### src/rtl/fp_operand_seq_if.sv
// Operand-load bus between the integer write path and the FPU operand sequencer.
// Carries load control, the word handshake, and the mantissa-decoder control set.
interface fp_operand_seq_if #(
  parameter int DATA_W = 32
);
  logic              ld_start;
  logic [1:0]        ld_fmt;
  logic              ld_two;
  logic              flush;
  logic              in_valid;
  logic [DATA_W-1:0] in_data;
  logic              in_ready;
  logic [DATA_W-1:0] op_hi;
  logic [DATA_W-1:0] op_lo;
  logic              cyc0_rdy;
  logic              cyc1_rdy;
  logic [2:0]        cyc0_type;
  logic              busy;
  logic              op_done;

  modport master (
    output ld_start, ld_fmt, ld_two, flush,
    output in_valid, in_data,
    input  in_ready, op_hi, op_lo,
    input  cyc0_rdy, cyc1_rdy, cyc0_type,
    input  busy, op_done
  );

  modport slave (
    input  ld_start, ld_fmt, ld_two, flush,
    input  in_valid, in_data,
    output in_ready, op_hi, op_lo,
    output cyc0_rdy, cyc1_rdy, cyc0_type,
    output busy, op_done
  );
endinterface

### src/rtl/fp_operand_seq.sv
// Operand-load sequencer feeding the FPU mantissa decoder.
// Assembles 32-bit words into a 64-bit hold register and pulses cyc0/cyc1 ready.
module fp_operand_seq #(
  parameter int DATA_W = 32
) (
  input logic             clk,
  input logic             reset,
  fp_operand_seq_if.slave bus
);

  typedef enum logic [2:0] {
    S_IDLE,
    S_L0_HI,
    S_L0_LO,
    S_CYC0,
    S_L1_HI,
    S_L1_LO,
    S_CYC1
  } state_t;

  state_t            r_state;
  state_t            w_nxt;
  logic              r_wide;
  logic              r_two;
  logic [2:0]        r_type;
  logic [DATA_W-1:0] r_op_hi;
  logic [DATA_W-1:0] r_op_lo;
  logic              r_in_ready;
  logic              r_busy;
  logic              r_cyc0_rdy;
  logic              r_cyc1_rdy;
  logic              r_done;

  logic [DATA_W-1:0] w_data;
  logic              w_acc;
  logic              w_take;
  logic              w_start;
  logic              w_two;
  logic [2:0]        w_type;

  assign w_data  = bus.in_data;
  assign w_acc   = bus.in_valid & r_in_ready;
  assign w_take  = w_acc & ~bus.flush;
  assign w_start = (r_state == S_IDLE) & (w_nxt == S_L0_HI);
  // Integer formats are always single-operand.
  assign w_two   = bus.ld_two & ~bus.ld_fmt[1];

  always_comb begin
    w_type = 3'd0;
    unique case (1'b1)
      (bus.ld_fmt == 2'd0): w_type = 3'd1;
      (bus.ld_fmt == 2'd1): w_type = w_two ? 3'd0 : 3'd3;
      (bus.ld_fmt == 2'd2): w_type = 3'd4;
      default:              w_type = 3'd2;
    endcase
  end

  always_comb begin
    w_nxt = r_state;
    if (r_state != S_IDLE && bus.flush) begin
      w_nxt = S_IDLE;
    end else begin
      unique case (r_state)
        S_IDLE:
          if (bus.ld_start && !bus.flush) w_nxt = S_L0_HI;
        S_L0_HI:
          if (w_acc) w_nxt = r_wide ? S_L0_LO : S_CYC0;
        S_L0_LO:
          if (w_acc) w_nxt = S_CYC0;
        S_CYC0:
          w_nxt = r_two ? S_L1_HI : S_IDLE;
        S_L1_HI:
          if (w_acc) w_nxt = r_wide ? S_L1_LO : S_CYC1;
        S_L1_LO:
          if (w_acc) w_nxt = S_CYC1;
        S_CYC1:
          w_nxt = S_IDLE;
        default:
          w_nxt = S_IDLE;
      endcase
    end
  end

  always_ff @(posedge clk) begin
    if (reset) begin
      r_state    <= S_IDLE;
      r_wide     <= 1'b0;
      r_two      <= 1'b0;
      r_type     <= 3'd0;
      r_op_hi    <= '0;
      r_op_lo    <= '0;
      r_in_ready <= 1'b0;
      r_busy     <= 1'b0;
      r_cyc0_rdy <= 1'b0;
      r_cyc1_rdy <= 1'b0;
      r_done     <= 1'b0;
    end else begin
      r_state    <= w_nxt;
      r_in_ready <= (w_nxt == S_L0_HI) | (w_nxt == S_L0_LO) |
                    (w_nxt == S_L1_HI) | (w_nxt == S_L1_LO);
      r_busy     <= (w_nxt != S_IDLE);
      r_cyc0_rdy <= (w_nxt == S_CYC0);
      r_cyc1_rdy <= (w_nxt == S_CYC1);
      // CYC0 is only reached from L0_*, so r_two is already latched here.
      r_done     <= ((w_nxt == S_CYC0) & ~r_two) | (w_nxt == S_CYC1);
      if (w_nxt == S_IDLE) r_type <= 3'd0;
      if (w_start) begin
        r_wide  <= bus.ld_fmt[0];
        r_two   <= w_two;
        r_type  <= w_type;
        r_op_hi <= '0;
        r_op_lo <= '0;
      end
      if (w_take) begin
        if (r_state == S_L0_HI || r_state == S_L1_HI) begin
          r_op_hi <= w_data;
          if (!r_wide) r_op_lo <= '0;
        end else begin
          r_op_lo <= w_data;
        end
      end
    end
  end

  assign bus.in_ready  = r_in_ready;
  assign bus.op_hi     = r_op_hi;
  assign bus.op_lo     = r_op_lo;
  assign bus.cyc0_rdy  = r_cyc0_rdy;
  assign bus.cyc1_rdy  = r_cyc1_rdy;
  assign bus.cyc0_type = r_type;
  assign bus.busy      = r_busy;
  assign bus.op_done   = r_done;

endmodule

### src/flat_wrapper.sv
// flat-port wrapper written by rule: the top's interface ports become plain ports
module fp_operand_seq_flat 
#(
  parameter int DATA_W = 32
)
  (clk, reset, bus_ld_start, bus_ld_fmt, bus_ld_two, bus_flush, bus_in_valid, bus_in_data, bus_in_ready, bus_op_hi, bus_op_lo, bus_cyc0_rdy, bus_cyc1_rdy, bus_cyc0_type, bus_busy, bus_op_done);
  fp_operand_seq_if #(.DATA_W(DATA_W)) bus_i ();
  input logic clk;
  input logic reset;
  input wire logic [$bits(bus_i.ld_start)-1:0] bus_ld_start;
  input wire logic [$bits(bus_i.ld_fmt)-1:0] bus_ld_fmt;
  input wire logic [$bits(bus_i.ld_two)-1:0] bus_ld_two;
  input wire logic [$bits(bus_i.flush)-1:0] bus_flush;
  input wire logic [$bits(bus_i.in_valid)-1:0] bus_in_valid;
  input wire logic [$bits(bus_i.in_data)-1:0] bus_in_data;
  output wire logic [$bits(bus_i.in_ready)-1:0] bus_in_ready;
  output wire logic [$bits(bus_i.op_hi)-1:0] bus_op_hi;
  output wire logic [$bits(bus_i.op_lo)-1:0] bus_op_lo;
  output wire logic [$bits(bus_i.cyc0_rdy)-1:0] bus_cyc0_rdy;
  output wire logic [$bits(bus_i.cyc1_rdy)-1:0] bus_cyc1_rdy;
  output wire logic [$bits(bus_i.cyc0_type)-1:0] bus_cyc0_type;
  output wire logic [$bits(bus_i.busy)-1:0] bus_busy;
  output wire logic [$bits(bus_i.op_done)-1:0] bus_op_done;
  assign bus_i.ld_start = bus_ld_start;
  assign bus_i.ld_fmt = bus_ld_fmt;
  assign bus_i.ld_two = bus_ld_two;
  assign bus_i.flush = bus_flush;
  assign bus_i.in_valid = bus_in_valid;
  assign bus_i.in_data = bus_in_data;
  assign bus_in_ready = bus_i.in_ready;
  assign bus_op_hi = bus_i.op_hi;
  assign bus_op_lo = bus_i.op_lo;
  assign bus_cyc0_rdy = bus_i.cyc0_rdy;
  assign bus_cyc1_rdy = bus_i.cyc1_rdy;
  assign bus_cyc0_type = bus_i.cyc0_type;
  assign bus_busy = bus_i.busy;
  assign bus_op_done = bus_i.op_done;
  fp_operand_seq #(.DATA_W(DATA_W)) u_core (.clk(clk), .reset(reset), .bus(bus_i));
endmodule
### config.mk
export PLATFORM = sky130hd
export DESIGN_NAME = fp_operand_seq_flat
export DESIGN_NICKNAME = d
export VERILOG_FILES = /design/src/rtl/fp_operand_seq_if.sv /design/src/rtl/fp_operand_seq.sv /design/src/flat_wrapper.sv
export SDC_FILE = /design/constraint.sdc
export NUM_CORES = 1
export LEC_CHECK = 0
export BUFFER_PORTS_ARGS = -buffer_cell sky130_fd_sc_hd__buf_2
export CAP_MARGIN = 10
export CORE_AREA = 2 2 82 84
export DETAILED_ROUTE_END_ITERATION = 7
export DIE_AREA = 0 0 84 86
export GPL_TIMING_DRIVEN = 0
export PLACE_DENSITY = 0.73
export SLEW_MARGIN = 30
export SYNTH_ARGS = -nofsm -noshare
export SYNTH_HDL_FRONTEND = slang
export SYNTH_SLANG_ARGS = --single-unit
### constraint.sdc
create_clock -name clk -period 1.7 [get_ports clk]
set_input_delay 0.34 -clock clk [delete_from_list [all_inputs] [get_ports clk]]
set_output_delay 0.34 -clock clk [all_outputs]
set_load 0.03 [all_outputs]
==> results_dict.tcl <==
set metrics [dict create \
    status "complete, no violations" \
    drive_gt1_share_pct 32.7 \
    vias 3001 \
    finClkSkew_ps 7.99 \
    multi_input_area_mm2 0.00127 \
    yosysTopAreaCellShare_pct 52.1 \
    grt_pass1_vias 2679 \
    synth_top_flop_cell "dfxtp_1" \
    cts_tree "done" \
    synthTopCellsByArea "dfxtp_1 52%, a21oi_1 12%, nand3_1 11%, nand2_1 8.4%, buf_2 2.9%" \
    ios 112 \
    grt_first_pass_wirelength_um 12900 \
    avgSynthCellArea_um2 8.24 \
    first_pass_iters 4 \
    critical-path-max-stage-delay_ps 340 \
    cpLargestDelayFamily "simple AND/OR/NAND/NOR gates" \
    cp.buffers_inverters 2 \
    whs_path_depth 3 \
    synth-async-reset-ratio_pct 0 \
    nFillCells 569 \
    drc 0 \
    slew_violations 0 \
    drt_iter0_markers 146 \
    hold_path.class "in -> reg" \
    cts_buffer_depth 2 \
    synth-simple-area-share_pct 25.0 \
    initial_core_util_pct 47.1 \
    fp-row-count 29 \
    critical-path-slowest-cell "nor4b_4" \
    core-area_mm2 0.00628 \
    synth_edf_count 0 \
    arrival_ps 1920 \
    most-common-layout-cells "122 x buf_2, 77 x dfxtp_1, 67 x a21oi_1" \
    fmax_mhz 613 \
    synth_xor_area_share_pct 0.296 \
    worst_slew_pin_slew_ps 564 \
    post-route-period-util_pct 95.9 \
    final_core_util_pct 62.5 \
    n_antenna_cell 0 \
    area_growth_pct 32.7 \
    design_area_mm2 0.00392 \
    yosys_warnings 0 \
    clk_pin_slew_ps 80 \
    antenna_found_initial 0 \
    rr_startpoint "u_core.r_state[0]$_SDFF_PP0_" \
    r2r_slack_ps 70 \
    synth_top_cell_by_area "dfxtp_1" \
    reg2reg_to "u_core.bus.cyc0_type[0]$_SDFFE_PP0P_" \
    drtAntennaViolNets 0 \
    min_to "u_core.bus.op_hi[27]$_SDFF_PP0_" \
    min_from "bus_in_data[27]" \
    dp.final_hpwl_um 5860 \
    cp.required_ps 1990 \
    reg2reg_depth 6 \
    timing.final.crit_period_ps 1630 \
    cts-buffers-inserted 9 \
    grt_util_all_layers_pct 22.4 \
    max-cap-violations 0 \
    synth.distinct_cells 44 \
    crit_chain "buf_4 -> nor4b_4 -> nand2_2 -> buf_6 -> a2111o_1 -> o21ai_1" \
    leakage_nw 1.70 \
    wl_per_cell_um 14.6 \
    insertion_delay_ps 350 \
    synth-seq-cells 77 \
    via_per_inst 5.33 \
    clock-root-buffer "clkbuf_8" \
    synth_compound_area_share_pct 16.3 \
    path_max_fanout 10 \
    yosys.area_share.adder_pct 0 \
    p_per_area_mw_per_mm2 1020 \
    placed_area_mm2 0.00360 \
    globalRouteOverflowTotal 0 \
    syn_nets 399 \
    grt_start_max_net_pins 14 \
    die_h_um 86 \
    clock-sinks 77 \
    peakVddDrop_mv 0.646 \
    die_area_mm2 0.00722 \
    yosys-mux-area-fraction_pct 0.677 \
    drt-total-wl_um 8220 \
    synth_area_mm2 0.00296 \
    worst_setup_path_end_kind "flop" \
    relSlewSlack_pct 62.4 \
    syn_inst 359 \
    setup_viol 0 \
    port-buffer-count 110 \
    synth_top_family_by_area "simple AND/OR/NAND/NOR gates" \
    design.final.nets 521 \
    mostFrequentLayoutCell "buf_2" \
    htree_levels 3 \
    synth_seq_area_share_pct 52.1 \
    worst_setup_path_start_kind "flop" \
    whs_ps 230 \
    finalHoldViolations 0 \
    criticalPathCategory "reg -> reg" \
    gp_congestion 0.766 \
    regArea_mm2 0.00154 \
    die_w_um 84 \
]
## timing repair
action / CTS / global route
setup endpoints to repair: 50 / 42
pin swaps: 0 / 2
cloned: 0 / 0
hold buffers: 0 / 0
buffers inserted: 0 / 1
resized for setup: 6 / 18
## sequential cells by signal, indices dropped and copies added, names as in the netlist
name                  count
u_core.bus.op_lo         32
u_core.bus.cyc1_rdy       1
u_core.bus.op_hi         32
u_core.bus.cyc0_rdy       1
u_core.bus.busy           1
u_core.bus.in_ready       1
u_core.bus.cyc0_type      3
u_core.r_wide             1
u_core.r_state            3
u_core.r_two              1
u_core.bus.op_done        1
## metal layers
layer | global-route usage, % | vias to the layer above | wire [um]
li1 | - | 1486 | -
met5 | 0 | - | 0
met1 | 30.1 | 1390 | 3660
met2 | 33.5 | 110 | 3750
met3 | 7.51 | 15 | 662
met4 | 8.36 | 0 | 142
## how the worst max path moves through the flow
stage | slack (ps) | to | cells past startpoint | from
floorplan | 180 | u_core.bus.op_lo[31]$_SDFF_PP0_ | 5 | u_core.bus.in_ready$_SDFF_PP0_
detailed placement | -160 | u_core.bus.op_lo[10]$_SDFF_PP0_ | 6 | bus_flush
finish | 70 | u_core.bus.cyc0_type[0]$_SDFFE_PP0P_ | 6 | u_core.r_state[0]$_SDFF_PP0_
global route | -8 | u_core.bus.cyc0_type[0]$_SDFFE_PP0P_ | 6 | u_core.r_state[0]$_SDFF_PP0_
CTS | 10 | u_core.bus.cyc0_type[0]$_SDFFE_PP0P_ | 6 | u_core.r_state[1]$_SDFF_PP0_
global placement | -100 | u_core.bus.op_lo[31]$_SDFF_PP0_ | 6 | bus_flush
## logic make-up after synthesis
group	count (synthesis)
simple gates	154
compound gates	86
flops	77
buf+inv	39
mux	2
xor+xnor	1
## cell usage after synthesis, types with 2 or more instances
master,number
a21oi_1,68
and3_1,2
buf_2,17
clkbuf_1,13
dfxtp_1,77
inv_1,6
inv_2,2
mux2i_1,2
nand2_1,66
nand3_1,65
nand4_1,2
nor2_1,5
nor2b_1,2
o21ai_1,2
## where the power goes
group	switching, mW	internal (mW)	total (mW)
sequential	0.0151	1.83	1.84
combinational	0.225	0.114	0.339
clock	0.683	1.13	1.81
total	0.924	3.07	3.99
## stage by stage
stage	std cells	setup TNS, ps	setup WS, ps	power [mW]
2_1_floorplan	359	0	183	2.07
3_3_place_gp	546	-2720	-96.4	2.20
3_5_place_dp	546	-4720	-162	2.21
4_1_cts	562	0	11.0	3.99
5_1_grt	563	-9.59	-7.65	4.13
6_report	563	0	69.0	3.99
## worst register-to-register path, cell delays in order, from the launching register on
cell and delay, ps:
dfxtp_1 310, buf_4 170, nor4b_4 340, nand2_2 170
buf_6 180, a2111o_1 330, o21ai_1 70
## area by class of cell
type                       instances  share of cell area [%]
multi-input combinational        243                    32.4
clock buffer                      10                    3.25
timing repair buffer             111                    14.2
clock inverter                     6                    3.41
inverter                           8                   0.765
buffer                            31                    4.18
sequential                        77                    39.3
tap                               77                    2.46
Power figures use the tool's default switching activity.
